## src/rtl/sub8_serial_pkg.sv

```systemverilog
// Shared types and constants for the bit-serial subtractor.
package sub8_serial_pkg;

  localparam int WIDTH_DEFAULT = 8;

  typedef enum logic [1:0] {
    IDLE = 2'd0,
    RUN  = 2'd1,
    DONE = 2'd2
  } state_t;

endpackage

```

## src/rtl/sub8_serial_if.sv

```systemverilog
// Request/result bundle between a requester (master) and the serial subtractor (slave).
interface sub8_serial_if
  import sub8_serial_pkg::*;
#(
  parameter int WIDTH = WIDTH_DEFAULT
);

  logic             start;
  logic [WIDTH-1:0] operand_1;
  logic [WIDTH-1:0] operand_2;
  logic             busy;
  logic             done;
  logic [WIDTH-1:0] diff;
  logic             Flag_Carry;
  logic             Flag_Zero;
  logic             Flag_Overflow;
  logic             Flag_Negative;

  modport master (
    output start, operand_1, operand_2,
    input  busy, done, diff, Flag_Carry, Flag_Zero, Flag_Overflow, Flag_Negative
  );

  modport slave (
    input  start, operand_1, operand_2,
    output busy, done, diff, Flag_Carry, Flag_Zero, Flag_Overflow, Flag_Negative
  );

endinterface

```

## src/rtl/sub8_serial_full_adder1.sv

```systemverilog
// Single-bit full adder; the only arithmetic cell of the serial datapath.
module full_adder1 (
  input  logic a,
  input  logic b,
  input  logic cin,
  output logic s,
  output logic cout
);

  // Sum and majority carry.
  always_comb begin
    s    = a ^ b ^ cin;
    cout = (a & b) | (a & cin) | (b & cin);
  end

endmodule

```

## src/rtl/sub8_serial.sv

```systemverilog
// Bit-serial operand_1 - operand_2 (LSB first, as a + ~b + 1) with C/Z/V/N flags.
// One bit per clock; outputs are registered and only change on the completion edge.
module sub8_serial
  import sub8_serial_pkg::*;
#(
  parameter int WIDTH = WIDTH_DEFAULT
) (
  input  logic           clk,
  input  logic           rst,
  sub8_serial_if.slave   bus
);

  localparam int CW = (WIDTH > 2) ? $clog2(WIDTH) : 1;
  localparam logic [CW-1:0] LAST_BIT = CW'(WIDTH - 1);
  localparam logic [CW-1:0] PRE_MSB  = CW'(WIDTH - 2);

  state_t           state_q, state_d;
  logic [WIDTH-1:0] a_q, a_d;
  logic [WIDTH-1:0] b_q, b_d;
  logic [WIDTH-1:0] res_q, res_d;
  logic [CW-1:0]    cnt_q, cnt_d;
  logic             c_q, c_d;
  logic             cim_q, cim_d;
  logic             busy_q, busy_d;
  logic             done_q, done_d;
  logic [WIDTH-1:0] diff_q, diff_d;
  logic             fc_q, fc_d;
  logic             fz_q, fz_d;
  logic             fv_q, fv_d;
  logic             fn_q, fn_d;

  logic fa_s;
  logic fa_cout;

  // The subtrahend is inverted bit by bit; the +1 comes from the carry preset to 1.
  full_adder1 u_fa (
    .a    (a_q[0]),
    .b    (~b_q[0]),
    .cin  (c_q),
    .s    (fa_s),
    .cout (fa_cout)
  );

  // Next-state logic for the FSM, datapath shift registers and output registers.
  always_comb begin
    state_d = state_q;
    a_d     = a_q;
    b_d     = b_q;
    res_d   = res_q;
    cnt_d   = cnt_q;
    c_d     = c_q;
    cim_d   = cim_q;
    diff_d  = diff_q;
    fc_d    = fc_q;
    fz_d    = fz_q;
    fv_d    = fv_q;
    fn_d    = fn_q;

    unique case (state_q)
      IDLE: begin
        if (bus.start) begin
          a_d     = bus.operand_1;
          b_d     = bus.operand_2;
          c_d     = 1'b1;
          cnt_d   = '0;
          state_d = RUN;
        end
      end
      RUN: begin
        a_d   = a_q >> 1;
        b_d   = b_q >> 1;
        res_d = {fa_s, res_q[WIDTH-1:1]};
        c_d   = fa_cout;
        cnt_d = cnt_q + CW'(1);
        // Carry into the sign bit is needed for the signed-overflow flag.
        if (cnt_q == PRE_MSB) begin
          cim_d = fa_cout;
        end
        if (cnt_q == LAST_BIT) begin
          state_d = DONE;
          diff_d  = res_d;
          fc_d    = fa_cout;
          fv_d    = cim_q ^ fa_cout;
          fz_d    = (res_d == '0);
          fn_d    = res_d[WIDTH-1] ^ (cim_q ^ fa_cout);
        end
      end
      DONE: begin
        state_d = IDLE;
      end
      default: begin
        state_d = IDLE;
      end
    endcase

    busy_d = (state_d != IDLE);
    done_d = (state_d == DONE);
  end

  // Register everything; reset aborts any operation without a done pulse.
  always_ff @(posedge clk) begin
    if (rst) begin
      state_q <= IDLE;
      a_q     <= '0;
      b_q     <= '0;
      res_q   <= '0;
      cnt_q   <= '0;
      c_q     <= 1'b0;
      cim_q   <= 1'b0;
      busy_q  <= 1'b0;
      done_q  <= 1'b0;
      diff_q  <= '0;
      fc_q    <= 1'b0;
      fz_q    <= 1'b0;
      fv_q    <= 1'b0;
      fn_q    <= 1'b0;
    end else begin
      state_q <= state_d;
      a_q     <= a_d;
      b_q     <= b_d;
      res_q   <= res_d;
      cnt_q   <= cnt_d;
      c_q     <= c_d;
      cim_q   <= cim_d;
      busy_q  <= busy_d;
      done_q  <= done_d;
      diff_q  <= diff_d;
      fc_q    <= fc_d;
      fz_q    <= fz_d;
      fv_q    <= fv_d;
      fn_q    <= fn_d;
    end
  end

  assign bus.busy          = busy_q;
  assign bus.done          = done_q;
  assign bus.diff          = diff_q;
  assign bus.Flag_Carry    = fc_q;
  assign bus.Flag_Zero     = fz_q;
  assign bus.Flag_Overflow = fv_q;
  assign bus.Flag_Negative = fn_q;

endmodule

```

## src/flat_wrapper.sv

```systemverilog
// flat-port wrapper written by rule: the top's interface ports become plain ports
module sub8_serial_flat import sub8_serial_pkg::*;
#(
  parameter int WIDTH = WIDTH_DEFAULT
)
  (clk, rst, bus_start, bus_operand_1, bus_operand_2, bus_busy, bus_done, bus_diff, bus_Flag_Carry, bus_Flag_Zero, bus_Flag_Overflow, bus_Flag_Negative);
  sub8_serial_if #(.WIDTH(WIDTH)) bus_i ();
  input  logic clk;
  input  logic rst;
  input wire logic [$bits(bus_i.start)-1:0] bus_start;
  input wire logic [$bits(bus_i.operand_1)-1:0] bus_operand_1;
  input wire logic [$bits(bus_i.operand_2)-1:0] bus_operand_2;
  output wire logic [$bits(bus_i.busy)-1:0] bus_busy;
  output wire logic [$bits(bus_i.done)-1:0] bus_done;
  output wire logic [$bits(bus_i.diff)-1:0] bus_diff;
  output wire logic [$bits(bus_i.Flag_Carry)-1:0] bus_Flag_Carry;
  output wire logic [$bits(bus_i.Flag_Zero)-1:0] bus_Flag_Zero;
  output wire logic [$bits(bus_i.Flag_Overflow)-1:0] bus_Flag_Overflow;
  output wire logic [$bits(bus_i.Flag_Negative)-1:0] bus_Flag_Negative;
  assign bus_i.start = bus_start;
  assign bus_i.operand_1 = bus_operand_1;
  assign bus_i.operand_2 = bus_operand_2;
  assign bus_busy = bus_i.busy;
  assign bus_done = bus_i.done;
  assign bus_diff = bus_i.diff;
  assign bus_Flag_Carry = bus_i.Flag_Carry;
  assign bus_Flag_Zero = bus_i.Flag_Zero;
  assign bus_Flag_Overflow = bus_i.Flag_Overflow;
  assign bus_Flag_Negative = bus_i.Flag_Negative;
  sub8_serial #(.WIDTH(WIDTH)) u_core (.clk(clk), .rst(rst), .bus(bus_i));
endmodule
```

## config.mk

```make
export PLATFORM = sky130hd
export DESIGN_NAME = sub8_serial_flat
export DESIGN_NICKNAME = d
export VERILOG_FILES = /design/src/rtl/sub8_serial_pkg.sv /design/src/rtl/sub8_serial_if.sv /design/src/rtl/sub8_serial_full_adder1.sv /design/src/rtl/sub8_serial.sv /design/src/flat_wrapper.sv
export SDC_FILE = /design/constraint.sdc
export NUM_CORES = 1
export LEC_CHECK = 0
export CAP_MARGIN = 20
export CORE_UTILIZATION = 51
export DETAILED_ROUTE_END_ITERATION = 12
export GPL_TIMING_DRIVEN = 0
export PLACE_DENSITY = 0.76
export SLEW_MARGIN = 20
export SYNTH_ARGS = -nofsm -noshare
export SYNTH_HDL_FRONTEND = slang
export SYNTH_HIERARCHICAL = 1
export SYNTH_SLANG_ARGS = --single-unit
```

## constraint.sdc

```tcl
create_clock -name clk -period 1.95 [get_ports clk]
set_input_delay 0.39 -clock clk [delete_from_list [all_inputs] [get_ports clk]]
set_output_delay 0.39 -clock clk [all_outputs]
set_load 0.01 [all_outputs]
```

* Word level (Yosys, flattened, before mapping)
Cells that the tools add are included.
** Word-level totals
- Register bits :: 45
- Bits of input ports :: 19
- Output and inout port bits :: 14
** Operators by class
- Add/sub/neg operators :: 1
- Eq/ne operators :: 5
- Mux-type cells :: 11
- Bitwise logic cells :: 10
- Reductions and logical operators :: 7
** Operators with widths (number)
- 8-bit case mux with 2 select lines :: 2
- 8-bit 2-to-1 mux :: 2
- 8-bit zero test :: 1
- 3-bit equality test (second input constant) :: 2
- 3-bit case mux with 2 select lines :: 1
- 2-bit AND reduction :: 3
- 2-bit 2-to-1 mux :: 2
- 2-bit case mux with 2 select lines :: 1
- 2-bit nonzero test :: 2
- 1-bit bitwise XOR :: 4
- 3-bit by 1-bit adder with 3-bit output (second input constant) :: 1
- 1-bit bitwise AND :: 3
- 3-bit 2-to-1 mux :: 1
- 2-bit by 1-bit equality test with 1-bit output (second input constant) :: 1
- 2-bit equality test (second input constant) :: 1
- 2-bit zero test :: 1
- 2-bit inequality test (second input constant) :: 1
- 1-bit bitwise OR :: 2
- 1-bit case mux with 2 select lines :: 1
- 1-bit 2-to-1 mux :: 1
- 1-bit inverter :: 1

* Depth between registers and ports, before layout
Gate-level depths: netlist (run 1).
- Word-level depth :: 6
- Mapped depth :: 6
- Gate-level depth less buffers :: 5

* By module
The synthesis (run 1) kept the hierarchy.
** Modules (own cells, without submodules)
- sub8_serial :: times used 1, cells an instance 207, area each 1830.5 sq um
- full_adder1 :: times used 1, cells an instance 1, area each 20.0 sq um

* Worst setup path before layout (run 1)
No wires, ideal clock.
- Kind :: register to register
- From :: register u_core.b_q[0]
- To :: register u_core.fn_q (netlist: u_core/bus.Flag_Negative)
- Library setup time :: 0.114 ns
- Arrival :: 1.276 ns
- Required time :: 1.836 ns
- Slack :: 0.561 ns
- Cell stages (with the launch flop) :: 6
- Path buffers :: 0
- Clock period less this slack :: 1.389 ns
- Cell sequence :: dfxtp_1 -> inv_1 -> fa_1 -> xnor2_1 -> xnor2_1 -> a21o_1
** Between the ends
- Word-level cells in the longest chain between the ends :: 6
- Elaborated cells between the ends (all ways) :: 9
- Classes of those cells :: bitwise (9)
** Ends and longest elaborated chain
- start: declaration :: RTL line sub8_serial.sv:19 : logic [WIDTH-1:0] b_q, b_d;
- start signal: assignment :: RTL line sub8_serial.sv:105 : b_q <= '0;
- start signal: assignment :: RTL line sub8_serial.sv:120 : b_q <= b_d;
- 1-bit inverter * :: RTL line sub8_serial.sv:38 : .b (~b_q[0]),
- 1-bit bitwise AND :: RTL line sub8_serial_full_adder1.sv:13 : cout = (a & b) | (a & cin) | (b & cin);
- 1-bit bitwise OR :: RTL line sub8_serial_full_adder1.sv:13
- 1-bit bitwise OR * :: RTL line sub8_serial_full_adder1.sv:13
- named net u_core.fa_cout :: RTL line sub8_serial.sv:33 : logic fa_cout;
- 1-bit bitwise XOR * (2 in series) :: RTL line sub8_serial.sv:85 : fn_d = res_d[WIDTH-1] ^ (cim_q ^ fa_cout);
- end signal: assignment :: RTL line sub8_serial.sv:131 : fn_q <= fn_d;
- end: declaration :: RTL line sub8_serial.sv:30 : logic fn_q, fn_d;
The timed path passes the listed nets; every way through them passes the cells marked *.
A chain may end at the register's enable or synchronous reset.

* Final worst setup path (run 1)
- From :: register u_core.diff_q[3] (netlist: u_core/bus.diff[3])
- To :: output bus_diff[3]
** RTL lines
- start: declaration :: RTL line sub8_serial.sv:26 : logic [WIDTH-1:0] diff_q, diff_d;
- start signal: assignment :: RTL line sub8_serial.sv:127 : diff_q <= diff_d;
- end: declaration :: RTL line flat_wrapper.sv:15 : output wire logic [$bits(bus_i.diff)-1:0] bus_diff;
No word-level cell between the ends.

==> run_results.csv, run 1 <==
group,metric,value,unit
worst_setup_path,crit_type,"reg -> out",
worst_setup_path,path_max_fanout,2,
placement,io_buffer_count,31,
floorplan,die_area,3870,um^2
sta,skew,12.2,ps
worst_setup_path,crit_family,"buffers and inverters",
power,switching_share,23.5,%
clocking,post-cts-setup-buffers,0,
synthesis,yosys-top-cells-count,"62 x nand2_1, 44 x dfxtp_1, 25 x nor2_1, 18 x a21oi_1, 11 x a311oi_2",
routing,via_per_inst,5.18,
finish,area_delta_synth_final,25.0,%
clocking,insertion_delay,350,ps
clocking,h-tree-depth,2,
outcome,status,"finished clean",
power,ir_worst_vdd,0.530,mV
worst_setup_path,critPathBufInv,1,
floorplan,core_area,3420,um^2
finish,antenna_cells,0,
routing,detail_route.wl_per_cell,12.3,um
synthesis,synth-edff-count,0,
synthesis,syn_area,1850,um^2
clocking,clk_path_buf_depth,2,
floorplan,die_h,62.2,um
power,p_total,1.82,mW
worst_setup_path,r2r-start,"u_core/b_q[0]$_SDFFE_PP0P_",
routing,wl,3590,um
power,leakage,0.852,nW
grt,grt_pass1_vias,1420,
finish,final_layout_size_suffix_gt1_share,13.0,%
power,switchingPower,0.428,mW
worst_setup_path,ff2ff_setup_slack,410,ps
synthesis,synth.distinct_cells,30,
synthesis,yosys_warnings,6,
sta,setup_viol,0,
synthesis,yosysMostFrequentCell,"nand2_1",
floorplan,start_util,54.2,%
clocking,cts_tree,"yes",
synthesis,synth_fp_nets,231,
clocking,clk_pin_slew,120,ps
finish,nNetsFinal,269,
routing,firstDrtPassIters,4,
synthesis,yosys.area.top_type_share,47.6,%
power,p_comb_share,13.3,%
floorplan,num_rows,21,
grt,grt_antenna_before_repair,0,
placement,place.gp.congestion,0.803,
grt,grt_usage,20.4,%
sta,rsz0062_at_grt,"false",
sta,clock.fmax,0.612,GHz
synthesis,syn_area_per_cell,8.90,um^2
worst_setup_path,crit_required,1560,ps
clocking,clock_sinks,44,
sta,fin_crit_sh,83.8,%
worst_setup_path,path_cells,"clkdlybuf4s50_1",
power,power_density,788,nW/um^2
grt,grt.overflow.total,0,
clocking,ctsHoldBuffers,0,
synthesis,netlist_instances,208,
sta,tightest_slew,686,ps
routing,drcViolationCount,0,
grt,grt_max_degree,14,
hold_path,hp-class,"in -> reg",
worst_setup_path,reg2reg_depth,5,
hold_path,min_path_cells,2,
routing,dr_total_vias,1519,
routing,antenna_left,0,
power,internal_power,1.40,mW
sta,relSlewSlack,54.3,%
synthesis,ys.flop_type,"dfxtp_1",
grt,grt_pass1_wl,6230,um
clocking,cts_buffers,5,
synthesis,ys_ff_latch,44,
sta,final.setup.tns,0,ps
clocking,root_buffer,"clkbuf_4",
power,pwr-share-clk,34.1,%
synthesis,yosysSeqAreaShare,47.6,%
synthesis,synth_area_leaders,"dfxtp_1 48%, nand2_1 13%, a311oi_2 8.9%",
routing,drt_iter0_markers,78,
hold_path,min-delay-start,"rst",
worst_setup_path,start_kind,"flop",
worst_setup_path,arrival,1240,ps
clocking,ctsResizeCount,0,
floorplan,die_x,62.2,um
flow_run,cap_viol_max_count,0,
worst_setup_path,slowest_delay,540,ps
worst_setup_path,cp_slowest_cell,"clkdlybuf4s50_1",
hold_path,min_to,"u_core/a_q[5]$_SDFFE_PP0P_",
synthesis,synth-async-reset-ratio,0,%
worst_setup_path,worstSetupEndpointType,"output port",
power,p_seq_share,52.7,%
sta,report.final.slew_viol_count,0,
sta,hold_viol,0,
synthesis,yosysTopAreaCell,"dfxtp_1",
floorplan,num_io_pins,33,
worst_setup_path,timing.rr.end,"u_core/bus.Flag_Negative$_SDFFE_PP0P_",
placement,place_hpwl,2620,um
sta,post-route-min-period,1630,ps
==> cells in the final DEF (no fill, tap or decap), types with 2 or more instances in the layout <==
cell / count
nor3b_1: 2
a21oi_1: 18
clkbuf_1: 4
ha_1: 3
nor4_1: 2
inv_1: 2
buf_2: 2
xnor2_1: 2
a311oi_1: 3
clkbuf_4: 5
nand2_1: 62
a311oi_2: 11
a22oi_1: 3
nor2_1: 25
clkbuf_8: 2
buf_4: 2
a211oi_1: 3
clkdlybuf4s50_1: 31
dfxtp_1: 44
buf_6: 7
==> layer usage <==
metal	track usage, %	vias up	part of all wire (%)
met5	0	-	0
met4	4.36	0	0.67
met3	6.80	4	3.1
met2	33.0	28	45
met1	26.6	700	51
li1	-	787	-
==> final cells by class <==
cell class | count | area, um^2
Clock buffer | 7 | 65.1
Multi-Input combinational cell | 147 | 843
Timing Repair Buffer | 31 | 310
Clock inverter | 1 | 30.0
Buffer | 15 | 119
Inverter | 2 | 7.51
Tap cell | 46 | 57.6
Sequential cell | 44 | 881
Fill cell | 310 | 1100
==> how the worst max path moves through the flow <==
stage	from	endpoint	slack, ps	cells past startpoint
final	u_core/bus.diff[3]$_SDFFE_PP0P_	bus_diff[3]	320	1
after global routing	u_core/bus.Flag_Overflow$_SDFFE_PP0P_	bus_Flag_Overflow	250	1
after CTS	u_core/bus.diff[3]$_SDFFE_PP0P_	bus_diff[3]	310	1
after detailed placement	bus_start	u_core/cnt_q[0]$_SDFFE_PP0P_	230	4
after global placement	bus_start	u_core/cnt_q[0]$_SDFFE_PP0P_	290	4
after floorplan	u_core/b_q[0]$_SDFFE_PP0P_	u_core/bus.Flag_Negative$_SDFFE_PP0P_	560	5
==> sequential cells by signal, summed over array words and instances (netlist names) <==
name,flops
u_core/a_q,8
u_core/b_q,8
u_core/bus.Flag_Carry,1
u_core/bus.Flag_Negative,1
u_core/bus.Flag_Overflow,1
u_core/bus.Flag_Zero,1
u_core/bus.busy,1
u_core/bus.diff,8
u_core/bus.done,1
u_core/c_q,1
u_core/cim_q,1
u_core/cnt_q,3
u_core/res_q,7
u_core/state_q,2
==> cells by family after synthesis <==
family	share of synthesized area, %
XOR/XNOR	0.947
flip-flops	47.6
AND/OR/NAND/NOR	21.8
buffers and inverters	6.83
AO/OA/AOI/OAI	19.7
adder cells (fa/ha/maj)	3.11
==> power by group through the flow <==
stage,registers [mW],clock network (mW),logic [mW]
after global routing,0.967,0.685,0.267
after detailed placement,0.981,0,0.243
final,0.961,0.621,0.242
after floorplan,0.976,0,0.168
after CTS,0.961,0.636,0.243
after global placement,0.980,0,0.239
==> per-stage QoR <==
| step | instance area, um^2 | setup WS (ps) | std cells | util, % | hold slack, ps |
|---|---|---|---|---|---|
| after CTS | 2310 | 308 | 293 | 67.7 | 297 |
| after detailed placement | 2220 | 227 | 285 | 64.9 | 448 |
| final | 2310 | 316 | 293 | 67.7 | 309 |
| after global routing | 2310 | 255 | 293 | 67.7 | 298 |
| after floorplan | 1850 | 561 | 208 | - | 445 |
| after global placement | 2220 | 288 | 285 | 64.9 | 445 |
(Power assumes the default switching activity.)
==> inputs of run 2 (changes only) <==
clock period = 1.6 ns   (was 1.95 ns; I/O delays follow)
==> run 2 against run 1 <==
Combinational power grew 25%. Final area increased by 1.8%. Via count is 0.13% higher. Flip-flop and latch count stayed put. First-iteration DRC count is 17% higher. Worst hold slack worse by 78 ps.
==> run_results.csv, run 2 (synthesis gave the netlist of run 1 again) <==
group,metric,value,unit
worst_setup_path,reg2reg_depth,5,
grt,grt_usage,20.4,%
clocking,cts_buffers,5,
clocking,cts_tree,"yes",
finish,multi_input_area,857,um^2
worst_setup_path,timing.rr.end,"u_core/bus.Flag_Negative$_SDFFE_PP0P_",
clocking,h-tree-depth,2,
worst_setup_path,critPathBufInv,1,
routing,detail_route.wl_per_cell,12.7,um
floorplan,start_util,54.2,%
placement,dp_cells,285,
routing,via_per_inst,5.19,
finish,nFillCells,299,
hold_path,min_to,"u_core/a_q[5]$_SDFFE_PP0P_",
sta,post-route-min-period,1540,ps
finish,area_delta_synth_final,27.2,%
hold_path,min-delay-start,"rst",
clocking,clk_path_buf_depth,2,
clocking,post-cts-setup-buffers,0,
placement,io_buffer_count,31,
clocking,root_buffer,"clkbuf_4",
worst_setup_path,crit_required,1280,ps
grt,grt_max_degree,14,
routing,dr_total_vias,1521,
finish,final_layout_size_suffix_gt1_share,13.8,%
sta,relSlewSlack,54.2,%
power,ir_worst_vdd,0.639,mV
sta,setup_viol,0,
placement,place.gp.congestion,0.803,
finish,antenna_cells,0,
power,p_total,2.24,mW
worst_setup_path,crit_type,"reg -> out",
sta,clock.fmax,0.649,GHz
routing,antenna_left,0,
clocking,insertion_delay,350,ps
placement,dpl_cell_area,2220,um^2
clocking,clock_sinks,44,
grt,grt_pass1_vias,1420,
worst_setup_path,worstSetupEndpointType,"output port",
routing,drcViolationCount,0,
finish,finalNonFillerCells,293,
sta,final.setup.tns,0,ps
floorplan,die_area,3870,um^2
power,leakage,1.06,nW
worst_setup_path,slowest_delay,530,ps
routing,drt_iter0_markers,91,
finish,nNetsFinal,269,
worst_setup_path,ff2ff_setup_slack,90,ps
clocking,ctsHoldBuffers,0,
sta,report.final.slew_viol_count,0,
power,power_density,950,nW/um^2
finish,regArea,881,um^2
worst_setup_path,cp-startpoint,"u_core/bus.diff[5]$_SDFFE_PP0P_",
worst_setup_path,path_max_fanout,2,
routing,firstDrtPassIters,4,
worst_setup_path,crit_family,"buffers and inverters",
hold_path,min_path_cells,2,
clocking,clk_pin_slew,120,ps
worst_setup_path,r2r-start,"u_core/b_q[0]$_SDFFE_PP0P_",
clocking,ctsResizeCount,0,
flow_run,cap_viol_max_count,0,
floorplan,num_io_pins,33,
sta,tightest_slew,686,ps
hold_path,hp-class,"in -> reg",
routing,wl,3720,um
sta,hold_viol,0,
worst_setup_path,path_cells,"clkdlybuf4s50_1",
floorplan,num_rows,21,
floorplan,die_x,62.2,um
placement,place_hpwl,2620,um
sta,fin_crit_sh,96.3,%
grt,grt_pass1_wl,6230,um
finish,layout_commonest_cell,"nand2_1",
grt,grt.overflow.total,0,
worst_setup_path,start_kind,"flop",
outcome,status,"finished clean",
finish,final_area,2350,um^2
finish,fin_util,68.9,%
grt,grt_antenna_before_repair,0,
worst_setup_path,arrival,1220,ps
floorplan,die_h,62.2,um
sta,skew,12.9,ps
worst_setup_path,cp_slowest_cell,"clkdlybuf4s50_1",
floorplan,core_area,3420,um^2
sta,rsz0062_at_grt,"false",
finish,final_cell_mix,"62 x nand2_1, 44 x dfxtp_1, 25 x nor2_1",
-- run 2: cell types whose count changed in the layout (fill, tap and decap cells not counted) --
cell	change
nor4_1	-1
nor4_2	+1
dlymetal6s2s_1	+11
clkdlybuf4s50_1	-11
xnor2_2	+1
xnor2_1	-1
-- run 2: routing by layer --
metal	global-route usage (%)	part of all wire (%)	up-vias
met5	0	0	-
met4	4.36	0.64	0
met3	6.80	3.5	4
met2	33.0	46	26
met1	26.6	50	705
li1	-	-	786
-- run 2: how the worst max path moves through the flow --
stage                                             to  slack, ps  cells after the start
5_1_grt                                  bus_diff[5]          2                      1
4_1_cts                                  bus_diff[3]         30                      1
2_1_floorplan  u_core/bus.Flag_Negative$_SDFFE_PP0P_        210                      5
6_report                                 bus_diff[5]         60                      1
3_3_place_gp            u_core/cnt_q[0]$_SDFFE_PP0P_          8                      4
3_5_place_dp            u_core/cnt_q[0]$_SDFFE_PP0P_        -50                      4
-- run 2: cell type report --
cell class / count / area share (%)
plain buffers: 15 / 5.05
clock buffers: 7 / 2.76
well taps: 46 / 2.44
multi-input cells: 147 / 36.4
repair buffers: 31 / 14.3
clock inverters: 1 / 1.28
inverters: 2 / 0.319
flip-flops and latches: 44 / 37.4
-- run 2: through the flow --
stage	hold WS (ps)	setup WS, ps
4_1_cts	227	28.4
3_5_place_dp	448	-53.1
3_3_place_gp	445	7.62
2_1_floorplan	445	211
5_1_grt	228	2.46
6_report	231	59.8
-- run 2: where the power goes --
group | internal, mW | switching, mW | total (mW)
clock | 0.415 | 0.346 | 0.762
combinational | 0.149 | 0.154 | 0.303
sequential | 1.14 | 0.0299 | 1.17
==> inputs of run 3 (changes only) <==
CORE_MARGIN = 10   (was default)
CORE_UTILIZATION = 45   (was 51)
PLACE_DENSITY = 0.68   (was 0.76)
==> run 3 against run 2 <==
Flip-flop and latch count is the same. Final area shrank 0.69%. Sequential power is essentially flat. Largest power group unchanged. Highest routed layer unchanged.
==> run_results.csv, run 3 (synthesis gave the netlist of run 1 again) <==
group,metric,value,unit
clocking,clk_pin_slew,80,ps
worst_setup_path,ff2ff_setup_slack,110,ps
finish,area_delta_synth_final,26.4,%
outcome,status,"finished clean",
sta,fin_hold_ws,290,ps
finish,final_cell_mix,"62 x nand2_1, 44 x dfxtp_1, 31 x clkdlybuf4s50_1",
clocking,root_buffer,"clkbuf_8",
power,power_density,983,nW/um^2
sta,post-route-min-period,1520,ps
finish,final_layout_size_suffix_gt1_share,13.0,%
routing,detail_route.wl_per_cell,13.8,um
routing,via_per_inst,5.28,
worst_setup_path,worstSetupEndpointType,"output port",
sta,setup_viol,0,
sta,rsz0062_at_grt,"false",
floorplan,core_area,4000,um^2
hold_path,min_to,"u_core/a_q[5]$_SDFFE_PP0P_",
clocking,cts_tree,"yes",
clocking,post-cts-setup-buffers,0,
clocking,cts_buffers,5,
floorplan,die_area,7080,um^2
worst_setup_path,critPathBufInv,1,
routing,wl,4090,um
worst_setup_path,path_cells,"clkdlybuf4s50_1",
routing,firstDrtPassIters,4,
finish,nFillCells,390,
placement,place_hpwl,2980,um
finish,nNetsFinal,269,
worst_setup_path,timing.rr.end,"u_core/bus.Flag_Negative$_SDFFE_PP0P_",
routing,antenna_left,0,
power,ir_worst_vdd,0.487,mV
clocking,clock_sinks,44,
grt,grt_pass1_wl,7210,um
hold_path,min_path_cells,2,
floorplan,die_h,84.1,um
floorplan,die_x,84.1,um
clocking,ctsHoldBuffers,0,
worst_setup_path,slowest_delay,550,ps
worst_setup_path,r2r-start,"u_core/b_q[0]$_SDFFE_PP0P_",
grt,grt_usage,12.1,%
placement,place.gp.congestion,0.758,
hold_path,hp-class,"in -> reg",
sta,tightest_slew,665,ps
worst_setup_path,path_max_fanout,2,
finish,layout_commonest_cell,"nand2_1",
sta,hold_viol,0,
floorplan,start_util,46.3,%
grt,grt_max_degree,14,
floorplan,num_io_pins,33,
grt,grt_pass1_vias,1567,
finish,antenna_cells,0,
placement,io_buffer_count,31,
clocking,insertion_delay,300,ps
grt,grt.overflow.total,0,
power,leakage,0.859,nW
sta,relSlewSlack,55.7,%
worst_setup_path,crit_family,"buffers and inverters",
clocking,h-tree-depth,2,
worst_setup_path,start_kind,"flop",
sta,skew,7.09,ps
sta,final.setup.tns,0,ps
floorplan,num_rows,23,
sta,report.final.slew_viol_count,0,
routing,dr_total_vias,1569,
worst_setup_path,crit_type,"reg -> out",
hold_path,min-delay-start,"rst",
routing,drt_iter0_markers,94,
worst_setup_path,arrival,1200,ps
worst_setup_path,reg2reg_depth,5,
worst_setup_path,cp_slowest_cell,"clkdlybuf4s50_1",
worst_setup_path,crit_required,1280,ps
routing,drcViolationCount,0,
sta,clock.fmax,0.660,GHz
flow_run,cap_viol_max_count,0,
grt,grt_antenna_before_repair,0,
sta,fin_crit_sh,94.7,%
clocking,clk_path_buf_depth,2,
-- run 3: per-stage QoR --
stage          power (mW)  worst slack (ps)  cell area [um^2]  utilization, %  cells
2_1_floorplan        1.39               211              1850               -    208
3_3_place_gp         1.49              5.73              2220            55.6    289
3_5_place_dp         1.49              14.8              2220            55.6    289
4_1_cts              2.32              68.2              2330            58.3    297
5_1_grt              2.40              17.9              2340            58.5    297
6_report             2.30              84.2              2340            58.5    297
-- run 3: layout make-up --
class                      count  area, um^2  area share [%]
buffer                        15         119            5.08
clock buffer                   6        72.6            3.10
clock inverter                 2        35.0            1.50
inverter                       2        7.51           0.321
multi-input combinational    147         851            36.4
sequential                    44         881            37.7
tap                           50        62.6            2.68
timing repair buffer          31         310            13.3
-- run 3: what timing repair did --
action                                  in CTS  in global routing
endpoints found under the setup margin       0                  1
endpoints found under the hold margin        0                  0
resized for setup                            0                  1
-- run 3: how the worst max path moves through the flow --
stage	startpoint	cells past startpoint	end
final	u_core/bus.Flag_Overflow$_SDFFE_PP0P_	1	bus_Flag_Overflow
after global routing	u_core/b_q[0]$_SDFFE_PP0P_	5	u_core/bus.Flag_Negative$_SDFFE_PP0P_
after detailed placement	bus_start	5	u_core/b_q[5]$_SDFFE_PP0P_
after global placement	bus_start	4	u_core/cnt_q[0]$_SDFFE_PP0P_
after floorplan	u_core/b_q[0]$_SDFFE_PP0P_	5	u_core/bus.Flag_Negative$_SDFFE_PP0P_
after CTS	u_core/bus.Flag_Overflow$_SDFFE_PP0P_	1	bus_Flag_Overflow
-- run 3: metal layers --
metal	track usage (%)	vias to the layer above	wire, um
li1	-	779	-
met1	14.3	743	1840
met2	19.6	41	1910
met3	3.61	6	282
met4	5.94	0	59
met5	0	-	0
-- run 3: power breakdown --
part           internal (mW)  total (mW)  switching (mW)
registers               1.14        1.17          0.0280
logic                  0.147       0.300           0.153
clock network          0.463       0.830           0.366
total                   1.75        2.30           0.547
